`src/rtl/cr16_uart_loader.sv`:
```
// rtl/cr16_uart_loader.sv - UART boot loader writing a length-prefixed image into BRAM port A
module cr16_uart_loader #(
    parameter int P_CLK_FREQ_HZ   = 50000000,
    parameter int P_BAUD_RATE     = 115200,
    parameter int P_DATA_WIDTH    = 16,
    parameter int P_ADDRESS_WIDTH = 16,
    parameter int P_MAX_WORDS     = 1024,
    parameter int P_TIMEOUT_CLKS  = 5000000
) (
    input  logic                       I_CLK,
    input  logic                       I_RESET,
    input  logic                       I_UART_RX,
    input  logic                       I_START,
    input  logic                       I_BYPASS,
    output logic [P_DATA_WIDTH-1:0]    O_MEM_DATA,
    output logic [P_ADDRESS_WIDTH-1:0] O_MEM_ADDRESS,
    output logic                       O_MEM_WRITE_ENABLE,
    output logic                       O_CPU_HOLD,
    output logic                       O_BUSY,
    output logic                       O_DONE,
    output logic [1:0]                 O_ERROR
);

    localparam int CLKS_PER_BIT = P_CLK_FREQ_HZ / P_BAUD_RATE;
    localparam int CW           = $clog2(CLKS_PER_BIT + 1);
    localparam int TW           = $clog2(P_TIMEOUT_CLKS + 1);

    localparam logic [CW-1:0] C_BIT_LAST  = CW'(CLKS_PER_BIT - 1);
    localparam logic [CW-1:0] C_HALF_LAST = CW'(CLKS_PER_BIT / 2 - 1);
    localparam logic [TW-1:0] C_TMO_LAST  = TW'(P_TIMEOUT_CLKS - 1);

    localparam logic [1:0] E_NONE    = 2'b00;
    localparam logic [1:0] E_FRAME   = 2'b01;
    localparam logic [1:0] E_LENGTH  = 2'b10;
    localparam logic [1:0] E_TIMEOUT = 2'b11;

    typedef enum logic [1:0] {
        RX_IDLE,
        RX_START,
        RX_DATA,
        RX_STOP
    } rx_state_t;

    typedef enum logic [2:0] {
        S_IDLE,
        S_LEN_HI,
        S_LEN_LO,
        S_DATA_HI,
        S_DATA_LO,
        S_WRITE,
        S_DONE,
        S_ERROR
    } state_t;

    // ---------------------------------------------------------------
    // RX front end
    // ---------------------------------------------------------------
    logic            rx_meta_q;
    logic            rx_sync_q;
    rx_state_t       rx_state_q, rx_state_d;
    logic [CW-1:0]   rx_cnt_q, rx_cnt_d;
    logic [2:0]      rx_bit_q, rx_bit_d;
    logic [7:0]      rx_shift_q, rx_shift_d;
    logic            byte_valid;
    logic            frame_err;

    // Two-flop synchronizer; resets to the idle (high) line level
    always_ff @(posedge I_CLK) begin
        if (I_RESET) begin
            rx_meta_q <= 1'b1;
            rx_sync_q <= 1'b1;
        end else begin
            rx_meta_q <= I_UART_RX;
            rx_sync_q <= rx_meta_q;
        end
    end

    // Receiver state register
    always_ff @(posedge I_CLK) begin
        if (I_RESET) begin
            rx_state_q <= RX_IDLE;
            rx_cnt_q   <= '0;
            rx_bit_q   <= '0;
            rx_shift_q <= '0;
        end else begin
            rx_state_q <= rx_state_d;
            rx_cnt_q   <= rx_cnt_d;
            rx_bit_q   <= rx_bit_d;
            rx_shift_q <= rx_shift_d;
        end
    end

    // Receiver next state: mid-bit sampling, false-start rejection, stop check
    always_comb begin
        rx_state_d = rx_state_q;
        rx_cnt_d   = rx_cnt_q;
        rx_bit_d   = rx_bit_q;
        rx_shift_d = rx_shift_q;
        byte_valid = 1'b0;
        frame_err  = 1'b0;
        case (rx_state_q)
            RX_IDLE: begin
                if (!rx_sync_q) begin
                    rx_state_d = RX_START;
                    rx_cnt_d   = '0;
                end
            end
            RX_START: begin
                if (rx_cnt_q == C_HALF_LAST) begin
                    rx_cnt_d = '0;
                    if (rx_sync_q) begin
                        rx_state_d = RX_IDLE;
                    end else begin
                        rx_state_d = RX_DATA;
                        rx_bit_d   = '0;
                    end
                end else begin
                    rx_cnt_d = rx_cnt_q + CW'(1);
                end
            end
            RX_DATA: begin
                if (rx_cnt_q == C_BIT_LAST) begin
                    rx_cnt_d   = '0;
                    rx_shift_d = {rx_sync_q, rx_shift_q[7:1]};
                    if (rx_bit_q == 3'd7) begin
                        rx_state_d = RX_STOP;
                    end else begin
                        rx_bit_d = rx_bit_q + 3'd1;
                    end
                end else begin
                    rx_cnt_d = rx_cnt_q + CW'(1);
                end
            end
            RX_STOP: begin
                if (rx_cnt_q == C_BIT_LAST) begin
                    rx_cnt_d   = '0;
                    rx_state_d = RX_IDLE;
                    if (rx_sync_q) begin
                        byte_valid = 1'b1;
                    end else begin
                        frame_err = 1'b1;
                    end
                end else begin
                    rx_cnt_d = rx_cnt_q + CW'(1);
                end
            end
            default: rx_state_d = RX_IDLE;
        endcase
    end

    // ---------------------------------------------------------------
    // Load sequencer
    // ---------------------------------------------------------------
    state_t                     state_q, state_d;
    logic [15:0]                len_q, len_d;
    logic [7:0]                 hi_q, hi_d;
    logic [P_ADDRESS_WIDTH-1:0] addr_q, addr_d;
    logic [P_DATA_WIDTH-1:0]    data_q, data_d;
    logic [1:0]                 err_q, err_d;
    logic [TW-1:0]              tmo_q, tmo_d;
    logic                       in_load;
    logic [15:0]                len_new;
    logic                       last_word;

    assign in_load   = (state_q == S_LEN_HI) || (state_q == S_LEN_LO) ||
                       (state_q == S_DATA_HI) || (state_q == S_DATA_LO);
    assign len_new   = {hi_q, rx_shift_q};
    assign last_word = ({16'd0, addr_q} + 32'd1) == {16'd0, len_q};

    // Sequencer state register
    always_ff @(posedge I_CLK) begin
        if (I_RESET) begin
            state_q <= S_IDLE;
            len_q   <= '0;
            hi_q    <= '0;
            addr_q  <= '0;
            data_q  <= '0;
            err_q   <= E_NONE;
            tmo_q   <= '0;
        end else begin
            state_q <= state_d;
            len_q   <= len_d;
            hi_q    <= hi_d;
            addr_q  <= addr_d;
            data_q  <= data_d;
            err_q   <= err_d;
            tmo_q   <= tmo_d;
        end
    end

    // Sequencer next state: byte framing into words, error and timeout handling
    always_comb begin
        state_d = state_q;
        len_d   = len_q;
        hi_d    = hi_q;
        addr_d  = addr_q;
        data_d  = data_q;
        err_d   = err_q;
        tmo_d   = tmo_q;

        // idle-gap timer saturates at its last value; any received byte restarts it
        if (tmo_q != C_TMO_LAST) begin
            tmo_d = tmo_q + TW'(1);
        end
        if (byte_valid) begin
            tmo_d = '0;
        end

        case (state_q)
            S_IDLE: begin
                if (I_START) begin
                    state_d = S_LEN_HI;
                    addr_d  = '0;
                    tmo_d   = '0;
                end else if (I_BYPASS) begin
                    state_d = S_DONE;
                end
            end
            S_LEN_HI, S_LEN_LO, S_DATA_HI, S_DATA_LO: begin
                if (frame_err) begin
                    state_d = S_ERROR;
                    err_d   = E_FRAME;
                end else if (byte_valid) begin
                    case (state_q)
                        S_LEN_HI: begin
                            hi_d    = rx_shift_q;
                            state_d = S_LEN_LO;
                        end
                        S_LEN_LO: begin
                            len_d = len_new;
                            if (len_new == 16'd0) begin
                                state_d = S_DONE;
                            end else if ({16'd0, len_new} > 32'(P_MAX_WORDS)) begin
                                state_d = S_ERROR;
                                err_d   = E_LENGTH;
                            end else begin
                                state_d = S_DATA_HI;
                            end
                        end
                        S_DATA_HI: begin
                            hi_d    = rx_shift_q;
                            state_d = S_DATA_LO;
                        end
                        default: begin
                            data_d  = P_DATA_WIDTH'(len_new);
                            state_d = S_WRITE;
                        end
                    endcase
                end else if (tmo_q == C_TMO_LAST) begin
                    state_d = S_ERROR;
                    err_d   = E_TIMEOUT;
                end
            end
            S_WRITE: begin
                // the final word leaves the address on N-1 so it never passes the image end
                if (last_word) begin
                    state_d = S_DONE;
                end else begin
                    addr_d  = addr_q + P_ADDRESS_WIDTH'(1);
                    state_d = S_DATA_HI;
                end
            end
            S_DONE, S_ERROR: begin
                if (I_START) begin
                    state_d = S_LEN_HI;
                    addr_d  = '0;
                    tmo_d   = '0;
                    err_d   = E_NONE;
                end
            end
            default: state_d = S_IDLE;
        endcase
    end

    assign O_MEM_DATA         = data_q;
    assign O_MEM_ADDRESS      = addr_q;
    assign O_MEM_WRITE_ENABLE = (state_q == S_WRITE);
    assign O_CPU_HOLD         = (state_q != S_DONE);
    assign O_BUSY             = in_load || (state_q == S_WRITE);
    assign O_DONE             = (state_q == S_DONE);
    assign O_ERROR            = err_q;

endmodule

```
`config.mk`:
```
export PLATFORM = sky130hd
export DESIGN_NAME = cr16_uart_loader
export DESIGN_NICKNAME = d
export VERILOG_FILES = /design/src/rtl/cr16_uart_loader.sv
export SDC_FILE = /design/constraint.sdc
export NUM_CORES = 1
export LEC_CHECK = 0
export CAP_MARGIN = 20
export CORE_MARGIN = 3
export CORE_UTILIZATION = 40
export CTS_BUF_LIST = sky130_fd_sc_hd__clkbuf_4 sky130_fd_sc_hd__clkbuf_8 sky130_fd_sc_hd__clkbuf_16
export CTS_CLUSTER_SIZE = 14
export DETAILED_ROUTE_END_ITERATION = 12
export PLACE_DENSITY = 0.55
export SYNTH_ARGS = -nofsm -noshare
export SYNTH_HDL_FRONTEND = slang
export SYNTH_SLANG_ARGS = --single-unit
```
`constraint.sdc`:
```
create_clock -name I_CLK -period 7.5 [get_ports I_CLK]
set_input_delay 1.5 -clock I_CLK [delete_from_list [all_inputs] [get_ports I_CLK]]
set_output_delay 1.5 -clock I_CLK [all_outputs]
set_load 0.01 [all_outputs]
```
### Word-level counts from Yosys, hierarchy flattened

Cells that the tools add are included.

* word-level logic and storage cells: 126
* register bits after elaboration: 108

* equality and inequality tests: 32
* $add $sub $neg: 5
* muxes and demuxes: 48
* $lt $le $gt $ge: 1
* reductions and logical operators: 25
* bitwise operators: 2

Operators with widths (count)
* $mux W23: 4
* $mux W3: 13
* $mux W16: 2
* $pmux W16 S2: 1
* $mux W9: 3
* $pmux W9 S3: 1
* $mux W2: 13
* $add A23 B1 Y23 const B: 1
* $eq A23 B23 Y1 const B: 1
* $ne A23 B23 Y1 const B: 1
* $ne A2 B2 Y1 const B: 9
* $add A16 B1 Y17 const B: 1
* $eq A17 B16 Y1: 1
* $add A16 B1 Y16 const B: 1
* $gt A16 B11 Y1 const B: 1
* $logic_not A16 Y1: 1
* $ne A4 B4 Y1 const B: 4
* $eq A3 B3 Y1 const B: 5
* $pmux W3 S4: 1
* $reduce_and A4 Y1: 3
* $reduce_and A5 Y1: 2
* $add A9 B1 Y9 const B: 1
* $eq A9 B8 Y1 const B: 1
* $eq A9 B9 Y1 const B: 1
* 23 further kinds: 41

### Longest topological paths before layout

* word-level depth: 7
* depth in mapped cells: 10
* mapped depth without buffers: 9

### Least setup slack after synthesis

OpenSTA, ideal clock, no wires.

* path kind: register -> output
* start point: reg state_q[0]
* end point: out O_BUSY
* data arrival time: 1.338 ns
* data required time: 6.000 ns
* cell stages (with the launch flop): 7
* buffers on the path: 2
* setup slack: 4.662 ns
* cells stage by stage: dfxtp_1 clkbuf_1 inv_1 nand2_1 o21ai_1 inv_1 clkbuf_1

* word-level cells in the longest chain between the ends: 5
* elaborated cells on any way between the ends: 9
* classes of those cells: eq/ne: 5; reduce/logical: 4

Ends and longest elaborated chain
* from (decl): line 154 `state_t state_q, state_d;`
* from (signal assigned): line 181 `state_q <= state_d;`
* $eq A3 B1 Y1 / $eq A3 B2 Y1 (equally long branches): line 165 `assign in_load = (state_q == S_LEN_HI) || (state_q == S_LEN_LO) ||`
* $logic_or A1 B1 Y1 (2 in series): line 165
* $logic_or A1 B1 Y1: line 166 `(state_q == S_DATA_HI) || (state_q == S_DATA_LO);`
* $logic_or A1 B1 Y1 *: line 279 `assign O_BUSY = in_load || (state_q == S_WRITE);`
* to (decl): line 19 `output logic O_BUSY,`

Every way passes the cells marked *; elsewhere a longest branch is shown, timed or not.

### Worst setup path in the final report

* start point: reg state_q[2]
* end point: out O_MEM_WRITE_ENABLE

* word-level cells in the longest chain between the ends: 1

Ends and longest elaborated chain
* $eq A3 B3 Y1: line 277 `assign O_MEM_WRITE_ENABLE = (state_q == S_WRITE);`
* to (decl): line 17 `output logic O_MEM_WRITE_ENABLE,`

Every way passes these cells.

==> impl_metrics.json <==
{
  "final.setup.worst_slack_ns": 3.26,
  "dp_hpwl_mm": 8.97,
  "dominantRegCellSynth": "dfxtp_1",
  "cts_hold_buf": 0,
  "grt_usage": 0.175,
  "min_path_type": "flop to flop",
  "power_frac_comb": 0.183,
  "remaining_drc_errors": 0,
  "grt_pass1_wl_mm": 21.4,
  "synth_top_cell_by_area": "dfxtp_1",
  "core_area_um2": 13300,
  "synth.area.top_cells": "dfxtp_1 (39%), nand2_1 (7.8%), a21oi_1 (5.5%)",
  "synth-seq-area-share": 0.393,
  "cts_resized": 0,
  "async_reset_ff_frac": 0,
  "wl_per_cell_um": 14.5,
  "synthesis.area_per_instance_um2": 7.95,
  "relSlewSlack": 0.360,
  "p_leak_nw": 2.08,
  "num_antenna_cells": 0,
  "clkTransAtPathRegs_ns": 0.07,
  "drtPass1Iterations": 4,
  "grt_max_degree": 70,
  "fin_nets": 715,
  "synth_edf_count": 0,
  "ys_ff_latch": 108,
  "period_share": 0.565,
  "critical_path_class": "flop to output pin",
  "fmax_ghz": 0.236,
  "critPathMaxFanout": 31,
  "synth_cell_types": 60,
  "drive_gt1_frac": 0.0494,
  "cts_buffers": 9,
  "synth_top_area_share": 0.393,
  "worstPathRequired_ns": 6.00,
  "synth_area_um2": 5500,
  "num-fill-cells": 1341,
  "place_inst": 867,
  "die_y_um": 123,
  "r2r_setup_slack_ns": 4.56,
  "wl_mm": 12.8,
  "ant_nets": 0,
  "pin_count": 43,
  "worstPathArrival_ns": 2.74,
  "outcome": "finished clean",
  "power_switching_share": 0.302,
  "via_count": 4799,
  "final_common_cell": "nand2_1",
  "cp-start-kind": "flop",
  "powerDensity_nw_per_um2": 216,
  "peakVddDrop_v": 0.000115,
  "fin_crit_ns": 4.24,
  "final-seq-area_um2": 2160,
  "ys_warn_count": 0,
  "design_area_um2": 6270,
  "clk_path_buf_depth": 2,
  "clockRootBuffer": "clkbuf_16",
  "fp-row-count": 42,
  "gp_congestion": 0.905,
  "multi_input_area_um2": 3090,
  "antenna_found_initial": 0,
  "layout_common_cells": "nand2_1 (114), dfxtp_1 (108), nor2_1 (70), a21oi_1 (61), nand3_1 (43)",
  "dieWidth_um": 123,
  "htree_levels": 3,
  "drt_iter0_markers": 311,
  "start_util": 0.412,
  "finalHoldViolations": 0,
  "holdWs_ns": 0.429,
  "final-instance-count-excl-fill": 884,
  "setup-violations-final": 0,
  "intPower_mw": 0.947,
  "maxCapViolations": 0,
  "synth_nets": 704,
  "drv_slew": 0,
  "dp_slack_ns": 3.66,
  "netlist_instances": 692,
  "die_area_um2": 15200,
  "skew_ns": 0.00602,
  "p_clk_frac": 0.355,
  "final.setup.tns_ns": 0,
  "area_growth_pct": 14.0,
  "vias_per_cell": 5.43,
  "cts_sinks": 108,
  "cts_setup_buffers": 0,
  "max_slew.worst_pin.slew_ns": 0.958,
  "rsz0062_at_grt": "no",
  "grt_overflow": 0,
  "placed_area_um2": 5960,
  "io_buffers": 42,
  "p_sw_mw": 0.411,
  "tritoncts": "built",
  "worstSetupEndpointType": "output pin",
  "first_global_vias": 4399,
  "clkLatencyLatePin_ns": 0.35,
  "pwr-share-seq": 0.462
}
Yosys cell counts (all sizes together), types with 2 or more instances:
library cell / instances
a21o: 2
and4: 3
and2: 3
nor4b: 6
buf: 10
nor4: 8
o21ai: 13
or4: 12
or3: 8
nand2b: 4
a211oi: 4
dfxtp: 108
a311oi: 3
xnor2: 24
a21oi: 61
mux2i: 11
o211ai: 19
o22ai: 2
nor2: 70
nand2: 114
ha: 7
or2: 4
nand3: 45
o21a: 2
clkbuf: 35
o31a: 2
inv: 14
a31oi: 13
nand4b: 2
or4b: 3
nand4: 16
nor3: 8
nor4bb: 3
and3: 13
o31ai: 4
xor2: 24
power by group through the flow:
stage	clock (mW)	sequential [mW]	combinational, mW
6_report	0.482	0.628	0.248
3_5_place_dp	0	0.640	0.242
2_1_floorplan	0	0.617	0.202
4_1_cts	0.499	0.627	0.242
3_3_place_gp	0	0.639	0.240
5_1_grt	0.521	0.632	0.274
through the flow:
step,utilization,power (mW)
finish,0.470,1.36
global route,0.470,1.43
CTS,0.469,1.37
detailed placement,0.446,0.882
global placement,0.446,0.878
floorplan,-,0.818
registers in the layout, summed over array words and instances (netlist names), named ones only:
| name | count |
|---|---|
| hi_q | 8 |
| rx_meta_q | 1 |
| rx_shift_q | 8 |
| len_q | 16 |
| rx_cnt_q | 9 |
| O_MEM_ADDRESS | 16 |
| rx_state_q | 1 |
| state_q | 3 |
| tmo_q | 23 |
| O_MEM_DATA | 16 |
| rx_sync_q | 1 |
| O_ERROR | 2 |
| rx_bit_q | 3 |
layer usage:
metal | up-vias | wire length, um | GRT usage
li1 | 2480 | - | -
met1 | 2231 | 6590 | 0.252
met2 | 72 | 5600 | 0.261
met3 | 16 | 405 | 0.0284
met4 | 0 | 228 | 0.0671
met5 | - | 0 | 0
area by class of cell:
class	instances	area share
clock inverters	6	0.00997
clock buffers	10	0.0381
inverters	14	0.00838
well taps	176	0.0351
multi-input cells	525	0.493
repair buffers	45	0.0710
flip-flops and latches	108	0.345
worst max-delay path, stage by stage, from the launching register on:
cell             delay, ns
dfxtp_1               0.59
inv_1                 0.21
nor2_1                0.16
nand2_1               0.57
inv_1                 0.28
clkdlybuf4s50_1       0.57
cell families after synthesis:
group                      Yosys count  share of synthesized area
AOI/OAI and AO/OA                  135                      0.151
xor gates and xnor gates            48                     0.0777
adders and majority gates            7                     0.0159
buffers and inverters               59                     0.0455
DFF                                108                      0.393
muxes                               11                     0.0200
and+or+nand+nor                    324                      0.297
final timing paths:
path	from	end	cells after the start
hold / removal	rx_meta_q	rx_sync_q	1
setup / recovery	state_q[2]	O_MEM_WRITE_ENABLE	5
setup reg to reg	state_q[0]	tmo_q[2]	6
hold reg to reg	rx_meta_q	rx_sync_q	1
Power figures use the tool's default switching activity.
